$ cat src/rtl/hk_pkg.sv
// Shared definitions for the H/K constant-memory fetch sequencer:
// FSM encoding, bank selector values, table sizes and the H slot insert helper.
package hk_pkg;

  typedef enum logic [2:0] {
    IDLE     = 3'd0,
    WAIT_MEM = 3'd1,
    LOAD_H   = 3'd2,
    STREAM_K = 3'd3,
    FINISH   = 3'd4
  } hk_state_e;

  localparam logic HSEL  = 1'b0;
  localparam logic KSEL  = 1'b1;
  localparam int   NUM_H = 8;
  localparam int   NUM_K = 64;

  // Slot 0 (H0) occupies the most significant word.
  function automatic logic [255:0] put_h_word(input logic [255:0] words,
                                              input logic [2:0]   slot,
                                              input logic [31:0]  data);
    logic [255:0] r;
    r = words;
    for (int i = 0; i < NUM_H; i++) begin
      if (slot == 3'(i)) begin
        r[(NUM_H - 1 - i) * 32 +: 32] = data;
      end else begin
        r[(NUM_H - 1 - i) * 32 +: 32] = r[(NUM_H - 1 - i) * 32 +: 32];
      end
    end
    return r;
  endfunction

endpackage

$ cat src/rtl/hk_lat_wait.sv
// Loadable down-counter: after each load it raises settled once LAT cycles
// have elapsed, i.e. when the memory read data reflects the new address.
module hk_lat_wait #(
  parameter int LAT = 1
) (
  input  logic CLK,
  input  logic RST,
  input  logic load,
  output logic settled
);

  logic [1:0] cnt_r;

  // Count down from LAT towards zero; reload whenever a new address is issued
  always_ff @(posedge CLK or posedge RST) begin
    if (RST) begin
      cnt_r <= 2'd0;
    end else if (load) begin
      cnt_r <= 2'(LAT);
    end else if (cnt_r != 2'd0) begin
      cnt_r <= cnt_r - 2'd1;
    end else begin
      cnt_r <= cnt_r;
    end
  end

  assign settled = (cnt_r == 2'd0);

endmodule

$ cat src/rtl/hk_fetch_seq.sv
// Read-side sequencer for MOD_HK_MEM: loads the 8 initial hash words, then
// streams the 64 round constants over a valid/ready handshake.
module hk_fetch_seq
  import hk_pkg::*;
#(
  parameter int MEM_LAT    = 1,
  parameter int AUTO_START = 0
) (
  input  logic         CLK,
  input  logic         RST,
  input  logic         START,
  input  logic         MEM_RDY,
  input  logic [31:0]  HK,
  output logic         HK_SELECTOR,
  output logic [2:0]   H_ADDR,
  output logic [5:0]   K_ADDR,
  output logic [255:0] H_WORDS,
  output logic         H_VALID,
  output logic [31:0]  K_WORD,
  output logic [5:0]   K_IDX,
  output logic         K_VALID,
  input  logic         K_READY,
  output logic         BUSY,
  output logic         DONE
);

  hk_state_e    state_r, state_nx_s;
  logic         hsel_r, hsel_nx_s;
  logic [2:0]   h_addr_r, h_addr_nx_s;
  logic [5:0]   k_addr_r, k_addr_nx_s;
  logic [255:0] h_words_r, h_words_nx_s;
  logic         h_valid_r, h_valid_nx_s;
  logic [31:0]  k_word_r, k_word_nx_s;
  logic [5:0]   k_idx_r, k_idx_nx_s;
  logic         k_valid_r, k_valid_nx_s;
  logic         busy_r, done_r;
  logic         lat_load_s, settled_s, abort_s, k_accept_s;

  hk_lat_wait #(.LAT(MEM_LAT)) u_lat_wait (
    .CLK     (CLK),
    .RST     (RST),
    .load    (lat_load_s),
    .settled (settled_s)
  );

  assign abort_s    = ((state_r == LOAD_H) || (state_r == STREAM_K)) && !MEM_RDY;
  assign k_accept_s = k_valid_r && K_READY;

  // Next-state and next register values for the whole sequencer
  always_comb begin
    state_nx_s   = state_r;
    hsel_nx_s    = hsel_r;
    h_addr_nx_s  = h_addr_r;
    k_addr_nx_s  = k_addr_r;
    h_words_nx_s = h_words_r;
    h_valid_nx_s = h_valid_r;
    k_word_nx_s  = k_word_r;
    k_idx_nx_s   = k_idx_r;
    k_valid_nx_s = k_valid_r;
    lat_load_s   = 1'b0;
    if (abort_s) begin
      state_nx_s   = WAIT_MEM;
      hsel_nx_s    = HSEL;
      h_addr_nx_s  = 3'd0;
      k_addr_nx_s  = 6'd0;
      h_valid_nx_s = 1'b0;
      k_valid_nx_s = 1'b0;
    end else begin
      case (state_r)
        IDLE: begin
          if (START || (AUTO_START != 0)) begin
            state_nx_s   = WAIT_MEM;
            h_valid_nx_s = 1'b0;
          end else begin
            state_nx_s = IDLE;
          end
        end
        WAIT_MEM: begin
          hsel_nx_s   = HSEL;
          h_addr_nx_s = 3'd0;
          k_addr_nx_s = 6'd0;
          if (MEM_RDY) begin
            state_nx_s = LOAD_H;
            lat_load_s = 1'b1;
          end else begin
            state_nx_s = WAIT_MEM;
          end
        end
        LOAD_H: begin
          if (settled_s) begin
            h_words_nx_s = put_h_word(h_words_r, h_addr_r, HK);
            h_addr_nx_s  = h_addr_r + 3'd1;
            lat_load_s   = 1'b1;
            if (h_addr_r == 3'(NUM_H - 1)) begin
              h_valid_nx_s = 1'b1;
              hsel_nx_s    = KSEL;
              k_addr_nx_s  = 6'd0;
              state_nx_s   = STREAM_K;
            end else begin
              state_nx_s = LOAD_H;
            end
          end else begin
            state_nx_s = LOAD_H;
          end
        end
        STREAM_K: begin
          // K_ADDR runs one word ahead of K_IDX so a settled word can be
          // presented in the same edge the previous one is accepted.
          if (k_accept_s && (k_idx_r == 6'(NUM_K - 1))) begin
            k_valid_nx_s = 1'b0;
            k_addr_nx_s  = 6'd0;
            hsel_nx_s    = HSEL;
            state_nx_s   = FINISH;
          end else if ((!k_valid_r || k_accept_s) && settled_s) begin
            k_word_nx_s  = HK;
            k_idx_nx_s   = k_addr_r;
            k_valid_nx_s = 1'b1;
            k_addr_nx_s  = k_addr_r + 6'd1;
            lat_load_s   = 1'b1;
          end else if (k_accept_s) begin
            k_valid_nx_s = 1'b0;
          end else begin
            k_valid_nx_s = k_valid_r;
          end
        end
        FINISH: begin
          state_nx_s = IDLE;
        end
        default: begin
          state_nx_s = IDLE;
        end
      endcase
    end
  end

  // State, datapath and registered status outputs
  always_ff @(posedge CLK or posedge RST) begin
    if (RST) begin
      state_r   <= IDLE;
      hsel_r    <= HSEL;
      h_addr_r  <= 3'd0;
      k_addr_r  <= 6'd0;
      h_words_r <= 256'd0;
      h_valid_r <= 1'b0;
      k_word_r  <= 32'd0;
      k_idx_r   <= 6'd0;
      k_valid_r <= 1'b0;
      busy_r    <= 1'b0;
      done_r    <= 1'b0;
    end else begin
      state_r   <= state_nx_s;
      hsel_r    <= hsel_nx_s;
      h_addr_r  <= h_addr_nx_s;
      k_addr_r  <= k_addr_nx_s;
      h_words_r <= h_words_nx_s;
      h_valid_r <= h_valid_nx_s;
      k_word_r  <= k_word_nx_s;
      k_idx_r   <= k_idx_nx_s;
      k_valid_r <= k_valid_nx_s;
      busy_r    <= (state_nx_s != IDLE);
      done_r    <= (state_nx_s == FINISH);
    end
  end

  assign HK_SELECTOR = hsel_r;
  assign H_ADDR      = h_addr_r;
  assign K_ADDR      = k_addr_r;
  assign H_WORDS     = h_words_r;
  assign H_VALID     = h_valid_r;
  assign K_WORD      = k_word_r;
  assign K_IDX       = k_idx_r;
  assign K_VALID     = k_valid_r;
  assign BUSY        = busy_r;
  assign DONE        = done_r;

endmodule
$ cat config.mk
export PLATFORM = sky130hd
export DESIGN_NAME = hk_fetch_seq
export DESIGN_NICKNAME = d
export VERILOG_FILES = /design/src/rtl/hk_pkg.sv /design/src/rtl/hk_lat_wait.sv /design/src/rtl/hk_fetch_seq.sv
export SDC_FILE = /design/constraint.sdc
export NUM_CORES = 1
export LEC_CHECK = 0
export CAP_MARGIN = 20
export CORE_UTILIZATION = 53
export CTS_BUF_LIST = sky130_fd_sc_hd__clkbuf_8
export DETAILED_ROUTE_END_ITERATION = 16
export HOLD_SLACK_MARGIN = 0.12
export PLACE_DENSITY = 0.93
export SLEW_MARGIN = 20
export SYNTH_ARGS = -nofsm -noshare
export SYNTH_HDL_FRONTEND = slang
export SYNTH_HIERARCHICAL = 1
export SYNTH_SLANG_ARGS = --single-unit
$ cat constraint.sdc
create_clock -name CLK -period 31.3 [get_ports CLK]
set_clock_uncertainty 0.05 [all_clocks]
set_input_delay 4.695 -clock CLK [delete_from_list [all_inputs] [get_ports CLK]]
set_output_delay 4.695 -clock CLK [all_outputs]
set_load 0.05 [all_outputs]
== After elaboration in Yosys (flattened, before gate mapping) ==
Index checks and enable logic that the tools add are counted.

* Register bits after elaboration: 313
* Input bits: 37
* Output and inout port bits: 308
* Word-level logic and storage cells: 111

* Add/sub/neg operators: 3
* Eq/ne operators: 17
* Multiplexer cells: 37
* Bitwise logic cells: 2
* Reduce and logical (&&, ||, !) cells: 33

{| class="wikitable"
|+ Operators by type and width
! kind !! count
|-
| AND reduction 4 bit || 12
|-
| 2-to-1 mux 6 bit || 5
|-
| 2-to-1 mux 1 bit || 18
|-
| one-hot mux 6 bit (3 select lines) || 1
|-
| equality test 3 bit (second input constant) || 5
|-
| 2-to-1 mux 3 bit || 5
|-
| equality test 3 x 2 -> 1 bit (second input constant) || 4
|-
| one-hot mux 3 bit (4 select lines) || 1
|-
| nonzero test 3 bit || 3
|-
| nonzero test 4 bit || 2
|-
| adder 6 x 1 -> 6 bit (second input constant) || 1
|-
| equality test 3 x 1 -> 1 bit (second input constant) || 2
|-
| equality test 6 bit (second input constant) || 1
|-
| zero test 3 bit || 2
|-
| 2-to-1 mux 2 bit || 3
|-
| != test 3 x 2 -> 1 bit (second input constant) || 2
|-
| != test 3 bit (second input constant) || 2
|-
| one-hot mux 1 bit (3 select lines) || 2
|-
| one-hot mux 3 bit (2 select lines) || 1
|-
| nonzero test 2 bit || 3
|-
| logical AND 1 bit || 4
|-
| != test 4 x 2 -> 1 bit (second input constant) || 1
|-
| AND reduction 2 bit || 2
|-
| adder 3 x 1 -> 3 bit (second input constant) || 1
|-
| other kinds (6) || 9
|}

== Logic depth before layout (Yosys ltp) ==
Gate-level depths: netlist of the first run.

* Depth after elaboration: 8
* Mapped depth: 8
* Depth with buffers taken out: 7

== Hierarchy ==
The synthesis of the first run kept the hierarchy.

{| class="wikitable"
|+ By module, submodules not included
! module !! times used !! cells an instance !! area each (µm²) !! sequential area each (µm²)
|-
| hk_fetch_seq || 1 || 725 || 12035.3 || 7782.5
|-
| hk_lat_wait || 1 || 10 || 102.6 || 50.0
|}

== Least setup slack after synthesis of the first run ==
OpenSTA, ideal clock, no wires.

* Path kind: input to register
* Start: input K_READY
* End: register k_word_r[10] (netlist: K_WORD[10])
* Setup time: 0.125 ns
* Data arrival time: 5.783 ns
* Data required time: 31.125 ns
* Setup slack: 25.342 ns
* Cell stages on the path: 5
* Path buffers: 1
* Path through: nand4_1 > o2111ai_1 > nor3_2 > buf_2 > mux2_2

* Longest elaborated chain between the ends: 4
* Elaborated cells between the ends (all ways): 6
* Those cells by class: bitwise (1); reduce/logical (5)

{| class="wikitable"
|+ Ends and longest elaborated chain
! element !! line !! text
|-
| start, declared || hk_fetch_seq.sv:22 || <nowiki>input logic K_READY,</nowiki>
|-
| logical AND 1 bit (*) || hk_fetch_seq.sv:47 || <nowiki>assign k_accept_s = k_valid_r && K_READY;</nowiki>
|-
| logical OR 1 bit or logical AND 1 bit (tied branches) || hk_fetch_seq.sv:114, hk_fetch_seq.sv:109 ||
|-
| logical AND 1 bit or inverter 1 bit (tied branches) || - ||
|-
| AND reduction 4 bit (no source line) (*) || - ||
|-
| end signal, assigned || hk_fetch_seq.sv:157 || <nowiki>k_word_r <= k_word_nx_s;</nowiki>
|-
| end, declared || hk_fetch_seq.sv:33 || <nowiki>logic [31:0] k_word_r, k_word_nx_s;</nowiki>
|}

Every way passes the cells marked *; elsewhere a longest branch is shown, timed or not.
A chain may end at the register's enable or synchronous reset.

== Worst setup path after layout of the first run ==
* Start: input MEM_RDY
* End: register h_words_r[195] (netlist: H_WORDS[195])

* Longest elaborated chain between the ends: 4

{| class="wikitable"
|+ Ends and longest elaborated chain
! element !! line !! text
|-
| start, declared || hk_fetch_seq.sv:12 || <nowiki>input logic MEM_RDY,</nowiki>
|-
| zero test 1 bit || hk_fetch_seq.sv:46 || <nowiki>assign abort_s = ((state_r == LOAD_H) || (state_r == STREAM_K)) && !MEM_RDY;</nowiki>
|-
| logical AND 1 bit || hk_fetch_seq.sv:46 ||
|-
| inverter 1 bit (no source line) || - ||
|-
| AND reduction 4 bit (no source line) || - ||
|-
| end signal, assigned || hk_fetch_seq.sv:155 || <nowiki>h_words_r <= h_words_nx_s;</nowiki>
|-
| end, declared || hk_fetch_seq.sv:31 || <nowiki>logic [255:0] h_words_r, h_words_nx_s;</nowiki>
|}

Every way passes these cells.

==> impl_metrics.py, run 1 <==
metrics = {
    "status": {
        "status": "finished clean",
    },
    "finish": {
        "n_antenna_cell": 0,
        "layout-drive-gt1-share_pct": 32.11,
        "fillers": 1356,
        "syn_to_final_growth_pct": 38.22,
        "nNetsFinal": 1147,
    },
    "grt": {
        "grt_pass1_vias": 8659,
        "grt_pass1_wl_um": 50380,
        "grt_usage_pct": 28.02,
        "globalRoute.totalOverflow": 0,
        "antenna_found_initial": 0,
        "grt_max_degree": 149,
    },
    "critical_path": {
        "critPathKind": "in2reg",
        "cp-end-kind": "register",
        "worst-path-max-fanout": 32,
        "reg2reg_slack_ps": 27870,
        "r2r_start": "u_lat_wait/cnt_r[0]$_DFFE_PP0P_",
        "critPathLaunchType": "input port",
        "critical_path_arrival_ps": 7490,
        "cp-startpoint": "MEM_RDY",
        "critical_path_required_ps": 31680,
    },
    "floorplan": {
        "initial_core_util_pct": 53.77,
        "rows": 55,
        "num_io_pins": 345,
        "die_x_um": 153.3,
        "die_h_um": 153.3,
        "core_area_um2": 22570,
        "die-area_um2": 23510,
    },
    "power": {
        "power_density_nw_per_um2": 75.67,
        "irDropWorstVdd_mv": 0.06412,
        "leakagePower_nw": 8.110,
    },
    "detailed_routing": {
        "drtIter0Drc": 299,
        "ant_nets": 0,
        "vias": 7773,
        "wl_met1_um": 12350,
        "routedWlPerCell_um": 22.56,
        "highest_layer": "met4",
        "met3_length_um": 2378,
        "drtPass1Iterations": 4,
        "met2WireLength_um": 16450,
        "drc": 0,
        "vias_per_cell": 5.455,
        "wl_um": 32150,
    },
    "placement": {
        "pre_cts_slack_ps": 23690,
        "place.gp.congestion": 0.8211,
        "port_buffers": 344,
        "dp_hpwl_um": 20090,
    },
    "sta": {
        "setup_viol": 0,
        "final.setup.worst_slack_ps": 24190,
        "fmax_mhz": 140.6,
        "rsz0062_at_grt": "false",
        "tightestPinTransition_ps": 993.2,
        "slew_violations": 0,
        "max_slew_margin_pct": 33.71,
        "layout_min_cycle_time_ps": 7110,
        "tns_ps": 0,
        "hold_viol": 0,
        "fin_crit_sh_pct": 22.72,
    },
    "yosys": {
        "synth_area_um2": 12140,
        "synth-seq-cells": 313,
        "synth_top_flop_cell": "dfrtp_1",
        "ys_types": 39,
        "syn_nets": 780,
        "async_reset_ff_share_pct": 100.0,
        "yosys_warnings": 6,
        "synthCells": 735,
        "avgSynthCellArea_um2": 16.51,
        "synth_edf_count": 0,
        "seq_area_frac_synth_pct": 64.53,
    },
    "clock_network": {
        "cts_made_buffers": 50,
        "cts_buffer_depth": 3,
        "clk_root_buffer_cell": "clkbuf_8",
        "post_cts_buffers": 0,
        "cts.sinks": 313,
        "post_cts_resized": 0,
        "cts-htree-levels": 2,
        "clk_pin_slew_ps": 60,
        "cts_tree": "built",
        "clkLatencyLatePin_ps": 550,
        "ctsHoldBuffers": 0,
    },
    "worst_hold_path": {
        "hold_class": "reg2reg",
        "min_from": "H_WORDS[93]$_DFFE_PP0P_",
    },
    "flow_run": {
        "drv_cap": 0,
    },
}
cell type report:
cell class / instances / area [um2] / area share, %
clock buffer: 66 / 908.4 / 5.414
clock inverter: 24 / 140.1 / 0.8353
tap: 285 / 356.6 / 2.125
multi-input combinational: 377 / 4005 / 23.87
sequential: 313 / 7833 / 46.69
timing repair buffer: 347 / 3473 / 20.70
inverter: 13 / 61.31 / 0.3654
synthesized netlist by cell type (2+ instances only):
cell,n,area [um2]
o21bai_1,2,15.01
inv_1,13,48.80
o31ai_1,3,22.52
o21ai_0,4,20.02
nand4_1,3,18.77
nor2b_1,3,18.77
mux2_4,14,210.2
ha_1,8,100.1
dfrtp_1,313,7833
buf_6,16,180.2
mux2_2,263,2962
buf_2,15,75.07
or4_1,3,22.52
nand2b_1,4,25.02
nor2_1,4,15.01
a21oi_1,8,40.04
nor3_1,3,15.01
mux2_1,18,202.7
nand3_4,5,87.58
and2_1,2,12.51
nand3_1,5,25.02
nand2_1,7,26.28
a311o_1,2,20.02
a211oi_1,2,15.01
worst paths after layout:
check / endpoint / cells past startpoint
worst min register to register: H_WORDS[93]$_DFFE_PP0P_ / 1
worst max register to register: H_WORDS[195]$_DFFE_PP0P_ / 6
worst min-delay path: H_WORDS[93]$_DFFE_PP0P_ / 1
worst max-delay path: H_WORDS[195]$_DFFE_PP0P_ / 4
max in group asynchronous: H_WORDS[195]$_DFFE_PP0P_ / 3
min in group asynchronous: u_lat_wait/cnt_r[1]$_DFFE_PP0P_ / 2
state kept, by name, indices dropped and copies added (netlist names), 2 cells and up:
signal and cells:
K_IDX 6, K_ADDR 6, H_WORDS 256, H_ADDR 3, state_r 3, K_WORD 32
u_lat_wait/cnt_r 2
placed cells by master, fill, tap and decap left out, types with 4 or more instances in the layout:
| cell | count |
|---|---|
| o21ai_0 | 4 |
| nand3_1 | 4 |
| a21oi_1 | 8 |
| mux2_4 | 14 |
| inv_1 | 27 |
| mux2_2 | 263 |
| nor2_1 | 4 |
| clkinv_2 | 4 |
| nand2_1 | 7 |
| mux2_1 | 18 |
| nand3_4 | 5 |
| dfrtp_1 | 313 |
| ha_1 | 8 |
| nand2b_1 | 4 |
| clkbuf_8 | 66 |
| clkdlybuf4s50_1 | 344 |
metal layers:
metal,GRT usage [%],up-vias
met5,0,-
met3,7.825,63
met1,33.07,4038
met2,48.58,306
met4,11.05,0
li1,-,3366
report_power, final:
group          switching [W]  internal, W  leakage (nW)
logic               0.000276     0.000143          3.24
registers          0.0000328     0.000461          4.28
clock network       0.000159     0.000197         0.591
total               0.000468     0.000801          8.11
metrics by stage:
stage               utilization (%)  std cells  hold slack (ps)  power (W)  cell area [um2]
finish                        74.33       1425            446.8   0.001270            16780
global route                  74.33       1425            463.4   0.001315            16780
CTS                           74.27       1425            445.1   0.001277            16760
detailed placement            69.63       1335            431.4  0.0009188            15720
global placement              69.63       1335            424.7  0.0009059            15720
floorplan                         -        735            436.5  0.0007669            12140
logic make-up after synthesis:
family / Yosys count / share of synthesized area [%]
AO/OA/AOI/OAI: 29 / 1.618
buffers and inverters: 45 / 2.567
AND/OR/NAND/NOR: 44 / 2.587
XOR/XNOR: 1 / 0.07217
flip-flops: 313 / 64.53
multiplexers: 295 / 27.80
adder cells (fa/ha/maj): 8 / 0.8247
critical path, cell delays in order:
cell             delay [ps]
clkdlybuf4s50_1         580
and3_1                  700
nand3_2                 900
mux2_2                  590
Power figures use the tool's default switching activity.
==> run 2: changes to the inputs <==
--- a/config.mk
+++ b/config.mk
@@ -6,11 +6,11 @@
 export NUM_CORES = 1
 export LEC_CHECK = 0
 export CAP_MARGIN = 20
-export CORE_UTILIZATION = 53
+export CORE_UTILIZATION = 49
 export CTS_BUF_LIST = sky130_fd_sc_hd__clkbuf_8
 export DETAILED_ROUTE_END_ITERATION = 16
 export HOLD_SLACK_MARGIN = 0.12
-export PLACE_DENSITY = 0.93
+export PLACE_DENSITY = 0.87
 export SLEW_MARGIN = 20
 export SYNTH_ARGS = -nofsm -noshare
 export SYNTH_HDL_FRONTEND = slang
==> constraint.sdc (replaced) <==
create_clock -name CLK -period 6.7 [get_ports CLK]
set_clock_uncertainty 0.05 [all_clocks]
set_input_delay 1.005 -clock CLK [delete_from_list [all_inputs] [get_ports CLK]]
set_output_delay 1.005 -clock CLK [all_outputs]
set_load 0.05 [all_outputs]
==> run 2 against run 1 <==
- hold slack lost 9.6 ps
- clock power grew to 4.5 times the previous value
- global-route usage shrank 3.2 points
- register-to-register slack lost 24000 ps
- largest cell class unchanged
- largest power group unchanged
==> impl_metrics.py, run 2 (synthesized netlist as in run 1, its figures left out) <==
metrics = {
    "sta": {
        "layout_min_cycle_time_ps": 3226,
        "rsz0062_at_grt": "false",
        "setup_viol": 0,
        "fmax_mhz": 310.0,
        "fin_crit_sh_pct": 48.14,
        "hold_viol": 0,
        "tns_ps": 0,
        "slew_violations": 0,
        "tightestPinTransition_ps": 957.8,
        "max_slew_margin_pct": 36.15,
    },
    "clock_network": {
        "cts_buffer_depth": 3,
        "cts_made_buffers": 51,
        "cts.sinks": 313,
        "clkLatencyLatePin_ps": 550,
        "cts_tree": "built",
        "post_cts_resized": 0,
        "post_cts_buffers": 0,
        "clk_root_buffer_cell": "clkbuf_8",
        "ctsHoldBuffers": 0,
        "cts-htree-levels": 2,
        "clk_pin_slew_ps": 60,
    },
    "finish": {
        "ff_latch_area_um2": 7833,
        "nNetsFinal": 1152,
        "fillers": 1626,
        "layout_commonest_cell": "clkdlybuf4s50_1",
        "multi_input_area_um2": 4005,
        "layout-drive-gt1-share_pct": 31.96,
        "syn_to_final_growth_pct": 38.74,
        "final_cell_mix": "clkdlybuf4s50_1, dfrtp_1, mux2_2",
        "n_antenna_cell": 0,
        "largest_reg_flops": 256,
    },
    "power": {
        "total_power_w": 0.005852,
        "irDropWorstVdd_mv": 0.2866,
        "leakagePower_nw": 8.136,
        "power_density_nw_per_um2": 347.5,
    },
    "flow_run": {
        "drv_cap": 0,
    },
    "grt": {
        "grt_pass1_wl_um": 48480,
        "grt_usage_pct": 24.82,
        "grt_max_degree": 171,
        "globalRoute.totalOverflow": 0,
        "grt_pass1_vias": 8284,
        "antenna_found_initial": 0,
    },
    "critical_path": {
        "cp-end-kind": "register",
        "critPathLaunchType": "register",
        "critical_path_arrival_ps": 3590,
        "critPathKind": "reg2reg",
        "critical_path_required_ps": 7070,
        "worst-path-max-fanout": 32,
    },
    "detailed_routing": {
        "drtIter0Drc": 372,
        "vias": 7626,
        "routedWlPerCell_um": 21.14,
        "ant_nets": 0,
        "drc": 0,
        "drtPass1Iterations": 4,
        "wl_um": 30990,
        "vias_per_cell": 5.202,
    },
    "floorplan": {
        "num_io_pins": 345,
        "core_area_um2": 24320,
        "die_h_um": 159.4,
        "die-area_um2": 25410,
        "rows": 57,
        "die_x_um": 159.4,
        "initial_core_util_pct": 49.91,
    },
    "worst_hold_path": {
        "hold_class": "reg2reg",
    },
    "status": {
        "status": "finished clean",
    },
    "placement": {
        "dp_hpwl_um": 20080,
        "port_buffers": 344,
        "place.gp.congestion": 0.8168,
    },
}
==> run 2: cell types whose count changed in the layout (fill, tap and decap cells not counted), sizes merged <==
cell	before	now
clkinvlp	3	1
clkinv	5	4
inv	28	30
buf	3	7
bufinv	1	0
==> run 2: power by group <==
part / leakage [nW] / switching [W] / internal (W) / total (W)
Sequential: 4.28 / 0.000151 / 0.00215 / 0.00230
Clock: 0.586 / 0.000714 / 0.000873 / 0.00159
Combinational: 3.27 / 0.00129 / 0.000673 / 0.00196
==> run 2: worst paths after layout <==
check	start	to	slack, ps	depth (start not counted)
worst min register to register	H_WORDS[61]$_DFFE_PP0P_	H_WORDS[61]$_DFFE_PP0P_	440	1
worst min-delay path	H_WORDS[61]$_DFFE_PP0P_	H_WORDS[61]$_DFFE_PP0P_	440	1
worst max-delay path	u_lat_wait/cnt_r[0]$_DFFE_PP0P_	H_WORDS[151]$_DFFE_PP0P_	3470	6
max in group asynchronous	RST	H_WORDS[28]$_DFFE_PP0P_	4330	4
worst max register to register	u_lat_wait/cnt_r[0]$_DFFE_PP0P_	H_WORDS[151]$_DFFE_PP0P_	3470	6
min in group asynchronous	RST	u_lat_wait/cnt_r[1]$_DFFE_PP0P_	660	2
==> run 2: area by class of cell <==
class / instances / area share [%]
clock buffers: 66 / 5.394
clock inverters: 22 / 0.5201
inverters: 13 / 0.3121
multi-input cells: 377 / 23.78
flip-flops and latches: 313 / 46.51
well taps: 324 / 2.407
repair buffers: 351 / 21.07
==> run 2: through the flow <==
stage,instance area [um2],utilization [%],instances,setup slack [ps],hold WS (ps)
finish,16840,69.24,1466,3474,437.1
detailed placement,15780,64.89,1375,2618,429.9
CTS,16780,68.99,1463,3171,442.4
global route,16840,69.24,1466,3233,463.0
floorplan,12140,-,735,1504,436.5
global placement,15780,64.89,1375,2740,423.1
==> run 2: layer usage <==
metal	vias up	routed length [um]	GRT usage (%)
li1	3362	-	-
met1	3880	12230	29.01
met2	321	15290	42.28
met3	63	2546	8.622
met4	0	924	9.135
met5	-	0	0
==> run 2: worst max-delay path: stages (launching register included) <==
cell and delay [ps]:
dfrtp_1 400, inv_1 70, ha_1 350, nor2b_1 250, and3_1 690, nand2_2 730, mux2_1 540
